## src/rtl/uart_rx_ip.sv

```systemverilog
// Memory-mapped UART receiver: 8N1 deserialiser feeding a small RX FIFO read over the local bus.
// Define UART_RX_PARITY_EN to receive 8E1/8O1 frames with parity checking.
module uart_rx_ip #(
    parameter int CLKS_PER_BIT = 104,
    parameter int FIFO_DEPTH   = 8
) (
    input  logic        clk,
    input  logic        rst,
    input  logic [31:0] waddr,
    input  logic [31:0] wdata,
    input  logic        wen,
    input  logic [3:0]  wstrb,
    output logic        wready,
    input  logic [31:0] raddr,
    input  logic        ren,
    output logic [31:0] rdata,
    output logic        rvalid,
    input  logic        i_uart_rx
);
    localparam int AW = $clog2(FIFO_DEPTH);

    typedef enum logic [2:0] {S_IDLE, S_START, S_DATA, S_PARITY, S_STOP, S_BREAK} state_t;

    state_t        state;
    logic          rx_meta, rx_sync;
    logic [15:0]   div_q, frame_div, cnt;
    logic [2:0]    bit_idx;
    logic [7:0]    shreg;
    logic          par_bad;
    logic [7:0]    mem [FIFO_DEPTH];
    logic [AW-1:0] wr_ptr, rd_ptr;
    logic [AW:0]   count;
    logic          ovr, fe, pe;
    logic          tick, push_req, frame_set, parity_set;
    logic          full, not_empty, pop, push_ok, ovr_set, wr_ok;
    logic [2:0]    clr;
    logic          par_odd_rd;
    logic [31:0]   rd_mux;

    always_ff @(posedge clk) begin
        if (rst) begin
            rx_meta <= 1'b1;
            rx_sync <= 1'b1;
        end else begin
            rx_meta <= i_uart_rx;
            rx_sync <= rx_meta;
        end
    end

    assign tick      = (cnt == 16'd0);
    assign push_req  = (state == S_STOP) && tick && rx_sync && !par_bad;
    assign frame_set = (state == S_STOP) && tick && !rx_sync;

`ifdef UART_RX_PARITY_EN
    logic par_odd;
    assign par_odd_rd = par_odd;
    assign parity_set = (state == S_PARITY) && tick && (rx_sync != (^shreg ^ par_odd));
`else
    assign par_odd_rd = 1'b0;
    assign parity_set = 1'b0;
`endif

    // Bit timing uses the divider captured at the start edge, so a mid-frame
    // DIVIDER write only affects the next frame.
    always_ff @(posedge clk) begin
        if (rst) begin
            state     <= S_IDLE;
            cnt       <= 16'd0;
            frame_div <= 16'(CLKS_PER_BIT);
            bit_idx   <= 3'd0;
            shreg     <= 8'd0;
            par_bad   <= 1'b0;
        end else begin
            case (state)
                S_IDLE: if (!rx_sync) begin
                    cnt       <= (div_q >> 1) - 16'd1;
                    frame_div <= div_q;
                    state     <= S_START;
                end
                S_START: if (tick) begin
                    if (!rx_sync) begin
                        state   <= S_DATA;
                        cnt     <= frame_div - 16'd1;
                        bit_idx <= 3'd0;
                        par_bad <= 1'b0;
                    end else begin
                        state <= S_IDLE;
                    end
                end else cnt <= cnt - 16'd1;
                S_DATA: if (tick) begin
                    shreg   <= {rx_sync, shreg[7:1]};
                    cnt     <= frame_div - 16'd1;
                    bit_idx <= bit_idx + 3'd1;
`ifdef UART_RX_PARITY_EN
                    if (bit_idx == 3'd7) state <= S_PARITY;
`else
                    if (bit_idx == 3'd7) state <= S_STOP;
`endif
                end else cnt <= cnt - 16'd1;
                S_PARITY: if (tick) begin
                    par_bad <= parity_set;
                    cnt     <= frame_div - 16'd1;
                    state   <= S_STOP;
                end else cnt <= cnt - 16'd1;
                S_STOP: if (tick) state <= rx_sync ? S_IDLE : S_BREAK;
                        else cnt <= cnt - 16'd1;
                S_BREAK: if (rx_sync) state <= S_IDLE;
                default: state <= S_IDLE;
            endcase
        end
    end

    assign full      = (count == (AW+1)'(FIFO_DEPTH));
    assign not_empty = (count != '0);
    assign pop       = ren && (raddr[3:2] == 2'd0) && not_empty;
    assign push_ok   = push_req && (!full || pop);
    assign ovr_set   = push_req && full && !pop;
    assign wr_ok     = wen && wstrb[0];
    assign clr       = (wr_ok && waddr[3:2] == 2'd1) ? wdata[4:2] : 3'd0;

    always_comb begin
        rd_mux = 32'd0;
        case (raddr[3:2])
            2'd0: if (not_empty) rd_mux = {23'd0, 1'b1, mem[rd_ptr]};
            2'd1: rd_mux = {27'd0, pe, fe, ovr, full, not_empty};
            2'd2: rd_mux = {15'd0, par_odd_rd, div_q};
            default: rd_mux = 32'd0;
        endcase
    end

    always_ff @(posedge clk) begin
        if (push_ok) mem[wr_ptr] <= shreg;
    end

    always_ff @(posedge clk) begin
        if (rst) begin
            rdata  <= 32'd0;
            rvalid <= 1'b0;
            wready <= 1'b0;
            wr_ptr <= '0;
            rd_ptr <= '0;
            count  <= '0;
            ovr    <= 1'b0;
            fe     <= 1'b0;
            pe     <= 1'b0;
            div_q  <= 16'(CLKS_PER_BIT);
`ifdef UART_RX_PARITY_EN
            par_odd <= 1'b0;
`endif
        end else begin
            rvalid <= ren;
            rdata  <= ren ? rd_mux : 32'd0;
            wready <= wen;
            if (push_ok) wr_ptr <= wr_ptr + 1'b1;
            if (pop)     rd_ptr <= rd_ptr + 1'b1;
            if (push_ok && !pop)      count <= count + 1'b1;
            else if (pop && !push_ok) count <= count - 1'b1;
            // Set wins over a simultaneous write-one-to-clear.
            ovr <= ovr_set    | (ovr & ~clr[0]);
            fe  <= frame_set  | (fe  & ~clr[1]);
            pe  <= parity_set | (pe  & ~clr[2]);
            if (wr_ok && waddr[3:2] == 2'd2) begin
                div_q <= (wdata[15:0] < 16'd4) ? 16'd4 : wdata[15:0];
`ifdef UART_RX_PARITY_EN
                par_odd <= wdata[16];
`endif
            end
        end
    end

    logic unused_bits;
`ifdef UART_RX_PARITY_EN
    assign unused_bits = ^{waddr[31:4], waddr[1:0], raddr[31:4], raddr[1:0], wdata[31:17], wstrb[3:1]};
`else
    assign unused_bits = ^{waddr[31:4], waddr[1:0], raddr[31:4], raddr[1:0], wdata[31:16], wstrb[3:1]};
`endif
endmodule

```

## config.mk

```make
export PLATFORM = sky130hd
export DESIGN_NAME = uart_rx_ip
export DESIGN_NICKNAME = d
export VERILOG_FILES = /design/src/rtl/uart_rx_ip.sv
export SDC_FILE = /design/constraint.sdc
export NUM_CORES = 1
export LEC_CHECK = 0
export BUFFER_PORTS_ARGS = -buffer_cell sky130_fd_sc_hd__buf_4
export CAP_MARGIN = 5
export CELL_PAD_IN_SITES_DETAIL_PLACEMENT = 0
export CELL_PAD_IN_SITES_GLOBAL_PLACEMENT = 1
export CORE_MARGIN = 1
export CORE_UTILIZATION = 30
export DETAILED_ROUTE_END_ITERATION = 10
export PLACE_DENSITY = 0.59
export SLEW_MARGIN = 20
export SYNTH_ARGS = -nofsm -noshare
export SYNTH_HDL_FRONTEND = slang
export SYNTH_SLANG_ARGS = --single-unit
```

## constraint.sdc

```tcl
create_clock -name clk -period 4.1 [get_ports clk]
set_input_delay 0.82 -clock clk [delete_from_list [all_inputs] [get_ports clk]]
set_output_delay 0.82 -clock clk [all_outputs]
set_load 0.05 [all_outputs]
```

# Word-level counts from Yosys, hierarchy flattened
# Memories as Yosys holds them, arrays and structs flattened. A register that Yosys moved wholly into a read port is not among the register bits.
# Cells that the tools add are included.
# totals
wordCells	129
ff_bits	112
memories	1
latchBits	0
ram_bits	64
romBits	0
input_bits	105
# mem_list
name	words	width	rd	rd_ports_with_merged_regs	wr	line_no	source
mem	8	8	1	1	1	30	logic [7:0] mem [FIFO_DEPTH];
# classes
order_cmp	1
addsub	8
muxes	34
n_div	0
n_eq_ne	21
bitwise_logic	10
n_shift	0
reduce_logical	36
mul	0
# ops
cell	count
16-bit two-way mux	6
32-bit one-hot mux with 3 select lines	1
16-bit one-hot mux with 4 select lines	1
3-bit two-way mux	14
16-bit by 1-bit subtractor with 16-bit output, second input constant	2
2-bit inequality test, second input constant	9
3-bit one-hot mux with 6 select lines	1
16-bit logical NOT	1
16-bit by 3-bit less-than comparator with 1-bit output, second input constant	1
15-bit by 1-bit subtractor with 16-bit output, second input constant	1
1-bit logical AND	14
4-bit AND reduction	3
3-bit by 1-bit adder with 3-bit output, second input constant	3
3-bit == test, second input constant	3
9-bit two-way mux	1
4-bit two-way mux	2
4-bit nonzero test	2
7-bit AND reduction	1
3-bit by 2-bit == test with 1-bit output, second input constant	2
3-bit one-hot mux with 2 select lines	1
2-bit nonzero test	3
1-bit logical NOT	5
1-bit two-way mux	5
1-bit NOT	5
16 further kinds	23

# Depth between registers and ports, before layout
# depth
ltp_word	9
mapped_depth	15
mapped_depth_nobuf	13

# Least setup slack after synthesis
# No wires, ideal clock.
# synth_path
path_type	input-to-reg
startpoint	in raddr[2]
endpoint	reg count[3]
stages	11
t_required_ns	4.030
path_slack_ns	1.178
t_arrival_ns	2.851
setup_ns	0.070
cell_sequence	o311ai_0 -> and4_1 -> buf_2 -> ha_1 -> inv_1 -> ha_1 -> a21o_1 -> a21oi_1 -> xnor2_1 -> or3_1 -> a21oi_1
# synth_via
elab_chain_len	8
elab_cells_between_ends	11
# synth_lines
item	line_no	source
from (decl)	14	input logic [31:0] raddr,
2-bit logical NOT *	115	assign pop = ren && (raddr[3:2] == 2'd0) && not_empty;
1-bit logical AND * (2 in a row)	115	
1-bit logical OR *	116	assign push_ok = push_req && (!full || pop);
1-bit logical AND *	116	
net push_ok	35	logic full, not_empty, pop, push_ok, ovr_set, wr_ok;
1-bit logical NOT	157	else if (pop && !push_ok) count <= count - 1'b1;
1-bit logical AND	157	
2-bit nonzero test (no source line)	-	
to (signal assigned)	156	if (push_ok && !pop) count <= count + 1'b1;
to (signal assigned)	157	
to (decl)	32	logic [AW:0] count;
# The timed path passes the listed nets; every way through them passes the cells marked *.
# A chain may end at the register's enable or synchronous reset.

# Worst setup path after layout
# layout_path
startpoint	reg cnt[0]
endpoint	reg count[3]
# layout_via
elab_chain_len	8
elab_cells_between_ends	10
# layout_lines
item	line_no	source
from (decl)	26	logic [15:0] div_q, frame_div, cnt;
from (signal assigned)	76	cnt <= (div_q >> 1) - 16'd1;
from (signal assigned)	83	cnt <= frame_div - 16'd1;
from (signal assigned)	89	end else cnt <= cnt - 16'd1;
16-bit logical NOT *	50	assign tick = (cnt == 16'd0);
1-bit logical AND * (3 in a row)	51	assign push_req = (state == S_STOP) && tick && rx_sync && !par_bad;
1-bit logical AND *	116	
1-bit logical NOT	157	
1-bit logical AND	157	
2-bit nonzero test (no source line)	-	
# Mark *: on every way between the ends. The rest lies on a longest branch, timed or not.

==> results.sh <==
export IMPL_status="finished clean"
export IMPL_grt_pass1_wl_microns=30140
export IMPL_die_h_microns=160.7
export IMPL_timing_critical_path_buf_inv=3
export IMPL_critPathMaxStageDelay_ns=0.36
export IMPL_antenna_found_initial=0
export IMPL_min_period_ns=3.275
export IMPL_yosys_warnings=0
export IMPL_synth_edff_count=64
export IMPL_slew_headroom_pct=42.69
export IMPL_ctsResizeCount=0
export IMPL_syn_area_sq_mm=0.007552
export IMPL_crit_cells=14
export IMPL_hold_violations=0
export IMPL_ff_latch_area_sq_mm=0.003884
export IMPL_ff2ff_setup_slack_ns=0.82
export IMPL_worstMarginPinSlew_ns=0.8565
export IMPL_syn2layout_area_growth_pct=17.26
export IMPL_setup_viol=0
export IMPL_clockBufferDepth=2
export IMPL_n_fill_cell=2475
export IMPL_ys_seq_area_share_pct=51.42
export IMPL_critPathKind="reg -> reg"
export IMPL_cap_violations=0
export IMPL_crit_arrival_ns=3.63
export IMPL_synthCells=729
export IMPL_placed_cells=1077
export IMPL_r2r_end="count[3]$_SDFFE_PP0P_"
export IMPL_post_drt_wl_per_cell_microns=16.99
export IMPL_path_clk_slew_ns=0.08
export IMPL_async_flop_share_pct=0
export IMPL_drc=0
export IMPL_cpMaxStageDelayCell="and4_1"
export IMPL_synth_distinct_cells=68
export IMPL_grt_pass1_vias=5362
export IMPL_synthTopCellsByArea="dfxtp_1, edfxtp_1, nand2_1"
export IMPL_die_area_sq_mm=0.02581
export IMPL_multi_input_area_sq_mm=0.003381
export IMPL_drive_gt1_share_pct=18.34
export IMPL_yosys_top_cells_count="dfxtp_1, nand2_1, nor2_1, edfxtp_1, a21oi_1"
export IMPL_synth_top_area_cell="dfxtp_1"
export IMPL_hold_end="rx_sync$_SDFF_PP1_"
export IMPL_hold_depth=1
export IMPL_dpl_hpwl_microns=13450
export IMPL_nets=889
export IMPL_ioPinCount=139
export IMPL_finalCritPeriodShare_pct=79.88
export IMPL_vias_per_cell=4.919
export IMPL_ff2ff_path_depth=14
export IMPL_drt_pass1_iter_count=5
export IMPL_powerDensity_mw_per_mm2=449.9
export IMPL_rsz0062_at_grt="no"
export IMPL_postCtsSetupRepairBufs=0
export IMPL_die_w_microns=160.7
export IMPL_cp_max_fo=9
export IMPL_worstPathCellList="inv_1, ha_1, nor4b_2, and4_1, buf_4, and4_1, ha_1, inv_1, ha_1, a21o_1, a21oi_1, xnor2_1, or3_1, a21oi_1"
export IMPL_max_vdd_ir_drop_mv=0.2858
export IMPL_cts_sinks=162
export IMPL_dr_first_iter_drc_count=379
export IMPL_hp_start="rx_meta$_SDFF_PP1_"
export IMPL_cpLargestDelayFamily="simple AND/OR/NAND/NOR gates"
export IMPL_routed_wl_microns=18840
export IMPL_cts_hold_repair_buffers=0
export IMPL_cp_common_cell="ha_1"
export IMPL_layout_cells_non_filler=1109
export IMPL_final_antenna_net_count=0
export IMPL_dr_total_vias=5455
export IMPL_port_buffers=43
export IMPL_gp_congestion=0.7907
export IMPL_maxClockFrequency_mhz=305.3
export IMPL_grt_usage_pct=15.12
export IMPL_n_antenna_cell=0
export IMPL_root_buffer="clkbuf_16"
export IMPL_num_rows=57
export IMPL_cts_tree="yes"
export IMPL_grt_max_degree=65
export IMPL_skew_ns=0.01804
export IMPL_synth_ff_type="dfxtp_1"
export IMPL_rr_startpoint="cnt[0]$_SDFFE_PP0P_"
export IMPL_required_ns=4.46
export IMPL_grt_ovfl_total=0
export IMPL_hold_path_class="reg -> reg"
export IMPL_fin_tns_setup_ns=0
export IMPL_ys_ff_latch=162
export IMPL_core_area_sq_mm=0.02453
export IMPL_slew_violations=0
export IMPL_numCtsBuffers=17
export IMPL_synth_top_area_share_pct=25.98
export IMPL_endpoint_kind="flip-flop"
export IMPL_clk_latency_ns=0.43
export IMPL_htreeDepth=4
export IMPL_cp_start_kind="flip-flop"
export IMPL_p_leak_nw=3.059
export IMPL_start_util_pct=30.78
export IMPL_synth_area_per_cell_sq_um=10.36
==> sequential cells by signal, summed over array words and instances, names as in the netlist, named ones only <==
name / flops
shreg: 8
rvalid: 1
frame_div: 16
count: 4
wr_ptr: 3
wready: 1
cnt: 16
fe: 1
rx_meta: 1
mem: 64
state: 3
rdata: 16
bit_idx: 3
rd_ptr: 3
ovr: 1
div_q: 16
pe: 1
rx_sync: 1
==> cells in the final DEF (no fill, tap or decap), drive strengths merged, types with 22 or more instances in the layout <==
| cell type | n |
|---|---|
| nand2 | 98 |
| dfxtp | 98 |
| nor2 | 74 |
| buf | 65 |
| edfxtp | 64 |
| a21oi | 59 |
| inv | 25 |
| xor2 | 23 |
| nor3 | 22 |
==> final cells by class <==
| class | count | area share, % |
|---|---|---|
| multi-input cells | 512 | 38.17 |
| well taps | 324 | 4.578 |
| inverters | 14 | 0.5934 |
| clock inverters | 15 | 2.487 |
| repair buffers | 65 | 5.510 |
| clock buffers | 17 | 4.804 |
| flip-flops and latches | 162 | 43.85 |
==> worst reg2reg max path: cells and delay by family, from the launching register on <==
kind | cells | cell delay (ns)
fa+ha+maj | 3 | 0.68
compound gates | 3 | 0.48
xor+xnor | 1 | 0.10
flops | 1 | 0.35
simple gates | 4 | 1.21
buf+inv | 3 | 0.37
==> metal layers <==
metal / global-route usage (%) / up-vias / wire length (microns)
li1: - / 2691 / -
met1: 20.97 / 2662 / 9210
met2: 24.30 / 95 / 8896
met3: 2.557 / 7 / 606
met4: 3.983 / 0 / 129
met5: 0 / - / 0
==> how the worst max path moves through the flow <==
stage | from | endpoint | slack, ns
CTS | cnt[0]$_SDFFE_PP0P_ | count[3]$_SDFFE_PP0P_ | 0.81
detailed placement | raddr[2] | count[3]$_SDFFE_PP0P_ | 0.67
global placement | raddr[2] | count[3]$_SDFFE_PP0P_ | 0.71
global route | cnt[0]$_SDFFE_PP0P_ | count[3]$_SDFFE_PP0P_ | 0.56
finish | cnt[0]$_SDFFE_PP0P_ | count[3]$_SDFFE_PP0P_ | 0.82
floorplan | raddr[2] | count[3]$_SDFFE_PP0P_ | 1.18
==> where the power goes <==
group | switching (mW) | internal (mW)
registers | 0.0441 | 1.69
logic | 0.369 | 0.195
clock network | 0.824 | 0.865
==> through the flow <==
stage / setup slack, ns / cell area, sq um / power, mW / hold WS, ns / util, %
floorplan: 1.178 / 7609 / 2.182 / 0.3895 / -
global placement: 0.7121 / 8210 / 2.328 / 0.3998 / 33.47
detailed placement: 0.6711 / 8210 / 2.331 / 0.3979 / 33.47
CTS: 0.8100 / 8856 / 4.026 / 0.4172 / 36.10
global route: 0.5631 / 8856 / 4.154 / 0.4455 / 36.10
finish: 0.8247 / 8856 / 3.984 / 0.4140 / 36.10
==> logic make-up (layout without fill, tap and decap cells) <==
family                     after synthesis  in the layout  share of synthesized area (%)
and+or+nand+nor                        284            284                          19.50
DFF                                    162            162                          51.42
AOI/OAI and AO/OA                      129            129                          10.75
buffers and inverters                   70            111                          4.639
xor gates and xnor gates                38             38                          4.407
muxes                                   33             33                          7.141
adders and majority gates               12             12                          2.087
other                                    1             16                        0.04965
(Power assumes the default switching activity.)
